[src/rtl/zaxxon_sound_pkg.sv]
// Shared constants, waveform table and saturation helper for the Zaxxon discrete-sound voices.
package zaxxon_sound_pkg;

    localparam int WAVE_LEN = 6;
    localparam int WAVE_W   = 16;
    localparam int IDX_W    = 3;

    function automatic logic signed [WAVE_W-1:0] wave_val(input logic [IDX_W-1:0] idx);
        case (idx)
            3'd0:    return 16'sd13107;
            3'd1:    return 16'sd11468;
            3'd2:    return 16'sd9830;
            3'd3:    return -16'sd13107;
            3'd4:    return -16'sd11468;
            3'd5:    return -16'sd9830;
            default: return '0;
        endcase
    endfunction

    // Clamp a signed value into the range of a w-bit two's complement number.
    function automatic logic signed [63:0] sat_s(input logic signed [63:0] x, input int w);
        logic signed [63:0] hi;
        logic signed [63:0] lo;
        hi = (64'sd1 <<< (w - 1)) - 64'sd1;
        lo = -(64'sd1 <<< (w - 1));
        if (x > hi)
            return hi;
        else if (x < lo)
            return lo;
        else
            return x;
    endfunction

endpackage

[src/rtl/zaxxon_sound_voice.sv]
// One sound voice: trigger edge detect, period divider, wave step index, envelope and scaled sample.
module zaxxon_sound_voice
    import zaxxon_sound_pkg::*;
#(
    parameter int DIV_W = 17,
    parameter int ENV_W = 8
) (
    input  logic                     clk_sys,
    input  logic                     reset,
    input  logic                     i_trig,
    input  logic                     i_loop_mode,
    input  logic                     i_decay_tick,
    input  logic [DIV_W-1:0]         i_period,
    output logic                     o_active,
    output logic signed [WAVE_W-1:0] o_sample
);

    localparam logic [ENV_W-1:0] ENV_MAX = '1;

    logic                     r_trig_q;
    logic [DIV_W-1:0]         r_cnt_p0;
    logic [IDX_W-1:0]         r_idx_p0;
    logic [ENV_W-1:0]         r_env_p0;
    logic                     r_active_p0;
    logic signed [WAVE_W-1:0] r_sample_p1;

    logic                     w_start;
    logic                     w_muted;
    logic                     w_step_tick;
    logic [DIV_W-1:0]         w_last;
    logic [ENV_W-1:0]         w_env_nxt;
    logic signed [ENV_W:0]    w_env_s;
    logic signed [WAVE_W+ENV_W:0] w_prod;

    assign w_start     = i_trig & ~r_trig_q;
    assign w_muted     = (i_period == '0);
    assign w_last      = i_period - DIV_W'(1);
    assign w_step_tick = !w_muted && (r_cnt_p0 == w_last);

    // A live trigger in loop mode pins the envelope; otherwise it decays toward zero.
    always_comb begin
        w_env_nxt = r_env_p0;
        if (w_start || (i_loop_mode && i_trig))
            w_env_nxt = ENV_MAX;
        else if (i_decay_tick && (r_env_p0 != '0))
            w_env_nxt = r_env_p0 - ENV_W'(1);
    end

    // Stage p0: divider, step index and envelope
    always_ff @(posedge clk_sys or posedge reset) begin
        if (reset) begin
            r_trig_q    <= 1'b0;
            r_cnt_p0    <= '0;
            r_idx_p0    <= '0;
            r_env_p0    <= '0;
            r_active_p0 <= 1'b0;
        end else begin
            r_trig_q    <= i_trig;
            r_env_p0    <= w_env_nxt;
            r_active_p0 <= (w_env_nxt != '0);
            // Counting at or past the last step also covers a period shortened under the counter.
            if (w_start || w_muted || (r_cnt_p0 >= w_last))
                r_cnt_p0 <= '0;
            else
                r_cnt_p0 <= r_cnt_p0 + DIV_W'(1);
            if (w_start)
                r_idx_p0 <= '0;
            else if (w_step_tick)
                r_idx_p0 <= (r_idx_p0 == IDX_W'(WAVE_LEN - 1)) ? '0 : r_idx_p0 + IDX_W'(1);
        end
    end

    assign w_env_s = {1'b0, r_env_p0};
    assign w_prod  = wave_val(r_idx_p0) * w_env_s;

    // Stage p1: envelope-scaled sample
    always_ff @(posedge clk_sys or posedge reset) begin
        if (reset)
            r_sample_p1 <= '0;
        else if (w_muted)
            r_sample_p1 <= '0;
        else
            r_sample_p1 <= WAVE_W'(w_prod >>> ENV_W);
    end

    assign o_active = r_active_p0;
    assign o_sample = r_sample_p1;

endmodule

[src/rtl/zaxxon_sound_voices.sv]
// Zaxxon discrete-sound generator: NUM_CH triggered voices, shared decay prescaler, saturated mix.
module zaxxon_sound_voices
    import zaxxon_sound_pkg::*;
#(
    parameter int NUM_CH    = 4,
    parameter int DIV_W     = 17,
    parameter int ENV_W     = 8,
    parameter int DECAY_DIV = 48000,
    parameter int OUT_W     = 16
) (
    input  logic                      clk_sys,
    input  logic                      reset,
    input  logic [NUM_CH-1:0]         i_trig,
    input  logic [NUM_CH-1:0]         i_loop_mode,
    input  logic [NUM_CH*DIV_W-1:0]   i_period,
    output logic [NUM_CH-1:0]         o_active,
    output logic signed [OUT_W-1:0]   o_short_audio
);

    localparam int PRE_W = $clog2(DECAY_DIV + 1);
    localparam int SUM_W = OUT_W + $clog2(NUM_CH);

    logic [PRE_W-1:0]          r_pre_p0;
    logic                      w_decay_tick;
    logic signed [WAVE_W-1:0]  w_sample [NUM_CH];
    logic signed [SUM_W-1:0]   w_sum;
    logic signed [63:0]        w_sum_wide;
    logic signed [OUT_W-1:0]   r_audio_p2;

    assign w_decay_tick = (r_pre_p0 == PRE_W'(DECAY_DIV - 1));

    // Free-running envelope prescaler, shared by every voice
    always_ff @(posedge clk_sys or posedge reset) begin
        if (reset)
            r_pre_p0 <= '0;
        else if (w_decay_tick)
            r_pre_p0 <= '0;
        else
            r_pre_p0 <= r_pre_p0 + PRE_W'(1);
    end

    for (genvar g = 0; g < NUM_CH; g++) begin : g_voice
        zaxxon_sound_voice #(
            .DIV_W (DIV_W),
            .ENV_W (ENV_W)
        ) u_voice (
            .clk_sys      (clk_sys),
            .reset        (reset),
            .i_trig       (i_trig[g]),
            .i_loop_mode  (i_loop_mode[g]),
            .i_decay_tick (w_decay_tick),
            .i_period     (i_period[g*DIV_W +: DIV_W]),
            .o_active     (o_active[g]),
            .o_sample     (w_sample[g])
        );
    end

    always_comb begin
        w_sum = '0;
        for (int i = 0; i < NUM_CH; i++)
            w_sum = w_sum + SUM_W'(w_sample[i]);
    end

    assign w_sum_wide = 64'(w_sum);

    // Stage p2: saturated mix
    always_ff @(posedge clk_sys or posedge reset) begin
        if (reset)
            r_audio_p2 <= '0;
        else
            r_audio_p2 <= OUT_W'(sat_s(w_sum_wide, OUT_W));
    end

    assign o_short_audio = r_audio_p2;

endmodule

[config.mk]
export PLATFORM = sky130hd
export DESIGN_NAME = zaxxon_sound_voices
export DESIGN_NICKNAME = d
export VERILOG_FILES = /design/src/rtl/zaxxon_sound_pkg.sv /design/src/rtl/zaxxon_sound_voice.sv /design/src/rtl/zaxxon_sound_voices.sv
export SDC_FILE = /design/constraint.sdc
export NUM_CORES = 2
export LEC_CHECK = 0
export ABC_AREA = 1
export CAP_MARGIN = 20
export CORE_MARGIN = 8
export CORE_UTILIZATION = 45
export DETAILED_ROUTE_END_ITERATION = 16
export HOLD_SLACK_MARGIN = 0.05
export SYNTH_ARGS = -nofsm -noshare
export SYNTH_HDL_FRONTEND = slang
export SYNTH_SLANG_ARGS = --single-unit
[constraint.sdc]
create_clock -name clk_sys -period 16.6 [get_ports clk_sys]
set_input_delay 3.32 -clock clk_sys [delete_from_list [all_inputs] [get_ports clk_sys]]
set_output_delay 3.32 -clock clk_sys [all_outputs]
set_load 0.02 [all_outputs]
==> metrics <==
critical path peak fanout 16; Pre-antenna DRT Iters 6; unrepaired setup endpoints after global routing false; cts repair resizes 0; row count 96; largest area contributor in the netlist fa_1; Slew headroom 0.363; CTS tree done; DR vias/cell 4.92; final-layout fill cell count 6861; commonest cells in the netlist inv_1, nand2_1, nor2_1, ha_1, fa_1; die span in x 278 µm; first-pass GRT wire length 124000 µm; Congestion Overflow GR 0; Antenna diodes 0; CP peak stage delay 0.57 ns; die height 278 µm; Clk pin slew, worst setup/hold paths 0.06 ns; H-Tree Depth 1; crit path buf inv count 2; Distinct cells, synth 59; nets 4932; post-route cell area 33900 µm²; synthesized area 30800 µm²; number of flops mapped to enable cells by yosys 0; number of setup buffers added after CTS 0; hold path cells 1; final setup violation count 0; Core Region 68200 µm²; Synth Net Count 4827; Longest Clk Path Bufs 3; Most common cell on crit path nand2_1; WL/cell 14.2 µm; Yosys top cell area share 0.188; reg2reg path depth 28; worst reg-to-reg setup slack 10.89 ns; IO Count 98; total CTS buffers 30; HP Class flop to flop; Hold Vio Cnt, Final 0; placed cell area 32700 µm²; Syn-to-layout area delta 9.84%; synth top area cells fa_1, dfrtp_1, ha_1, inv_1, nand2_1; clk_lat worst skew 0.59 ns; vias in the first global route 25100; Initial Utilization 0.452; vias post-DR 25200; Syn Inst Count 4122; most common cell in the netlist inv_1; Worst Skew 0.0161 ns; Clock Tree Root clkbuf_16; hold buffers post-CTS 0; Largest delay share family, worst path simple AND/OR/NAND/NOR gates; Worst path slowest cell nand4_1; Slew Limit Fails 0; clk sinks 216; Final period util 0.380; PortBufs 97; crit path kind input pin to flop; clock period minus worst slack 6.31 ns; Syn Area/Cell 7.48 µm²; setup tns final 0 ns; worst path cell trace clkdlybuf4s50_1, nor2_1, nand2_1, nor3_1, nand4_1, nor4_1, xor2_1, ha_1, nand2_1, inv_1, o21ai_0, nand2_1, a21oi_1, nand4_1, nor2_1, nand2_1, nor2_1; Max-cap violations 0; CP startpoint kind input pin; status completed; all-layer global routing usage 0.190; Critical Path AT 6.83 ns; CP endpoint kind flop; critical path depth 17; aggregate routed wire length 72700 µm; die area 77100 µm²; Synth Warn # 0; sequential area share after synthesis 0.175; slew at the pin with the worst max-slew slack 0.947 ns; dominant synthesized flop cell dfrtp_1; drt first-iter violations 1238; share of post-route cells with drive strength above 1 0.0393; share of synthesized registers carrying an async set or reset 1.00; HPWL Detailed 61800 µm; Highest Clock Rate 158 MHz; initial antenna violation count 0; # DRC 0; CP required 17.12 ns; RD Place Congestion 0.877; pin count of the biggest net entering global routing 83; post-route ant nets 0; flops & latches, synth 216
[sequential cells by signal, indices dropped and copies added (netlist names)]
name	count
o_short_audio	16
g_voice.u_voice.o_sample	64
g_voice.u_voice.r_trig_q	4
r_pre_p0	16
g_voice.u_voice.r_env_p0	32
g_voice.u_voice.r_cnt_p0	68
g_voice.u_voice.r_idx_p0	12
g_voice.u_voice.o_active	4
[logic make-up after synthesis]
family / after synthesis / share of synthesized area
flops: 216 / 0.175
simple gates: 1564 / 0.217
xor+xnor: 267 / 0.0774
fa+ha+maj: 627 / 0.325
buf+inv: 1009 / 0.126
compound gates: 439 / 0.0795
[area by class of cell]
type                            instances  area (µm²)  share of cell area
Clock buffer                           36         835              0.0246
Clock inverter                         20         289             0.00854
Inverter                              983        3700               0.109
Multi-Input combinational cell       2897       21500               0.636
Sequential cell                       216        5410               0.160
Tap cell                              882        1100              0.0326
Timing Repair Buffer                   99         986              0.0291
[layout by cell type, fill, tap and decap left out, drive strengths merged, types with 2 or more instances in the layout]
master,instances
buf,2
a21oi,212
clkinv,25
nor2,589
clkbuf,36
o21a,9
a21o,26
xor2,161
a211oi,7
or2,6
ha,338
nand4,56
and2,2
nor4,20
clkdlybuf4s50,97
inv,971
a31oi,4
nand3b,5
dfrtp,216
and3,2
nor3,82
nand3,146
fa,289
bufinv,6
o21ai,147
o21bai,23
nand2,655
xnor2,106
o211ai,3
a21boi,5
[per-layer routing]
metal,GRT usage,part of all wire,vias up
met5,0,0,-
met4,0.0441,0.022,0
met3,0.0254,0.048,96
met2,0.310,0.45,482
met1,0.266,0.48,11800
li1,-,-,12900
[worst register-to-register path: cells and delay by family, from the launching register on]
family                     cells  cell delay, ns
DFF                            1            0.49
and+or+nand+nor               10            1.24
buffers and inverters          7            0.59
adders and majority gates      6            2.22
AOI/OAI and AO/OA              4            0.87
xor gates and xnor gates       1            0.18
[path summary, 6_finish.rpt]
check,start,to
worst max-delay path,i_period[19],g_voice[1].u_voice.r_cnt_p0[8]
worst min-delay path,r_pre_p0[0],r_pre_p0[0]
worst max register to register,g_voice[0].u_voice.r_idx_p0[1],g_voice[0].u_voice.o_sample[10]
worst min register to register,r_pre_p0[0],r_pre_p0[0]
max in group asynchronous,reset,g_voice[2].u_voice.r_env_p0[6]
min in group asynchronous,reset,g_voice[0].u_voice.r_env_p0[2]
[metrics by stage]
step | worst slack (ns) | hold WS [ns] | utilization | std cells
3_3_place_gp | 9.61 | 0.456 | 0.480 | 5077
4_1_cts | 10.32 | 0.471 | 0.496 | 5133
2_1_floorplan | 7.37 | 0.433 | - | 4122
5_1_grt | 9.82 | 0.503 | 0.496 | 5133
6_report | 10.29 | 0.467 | 0.496 | 5133
3_5_place_dp | 9.69 | 0.462 | 0.480 | 5077
Power is not shown: default switching activity piles up to over one toggle a cycle in this logic, so the estimate is an artifact.
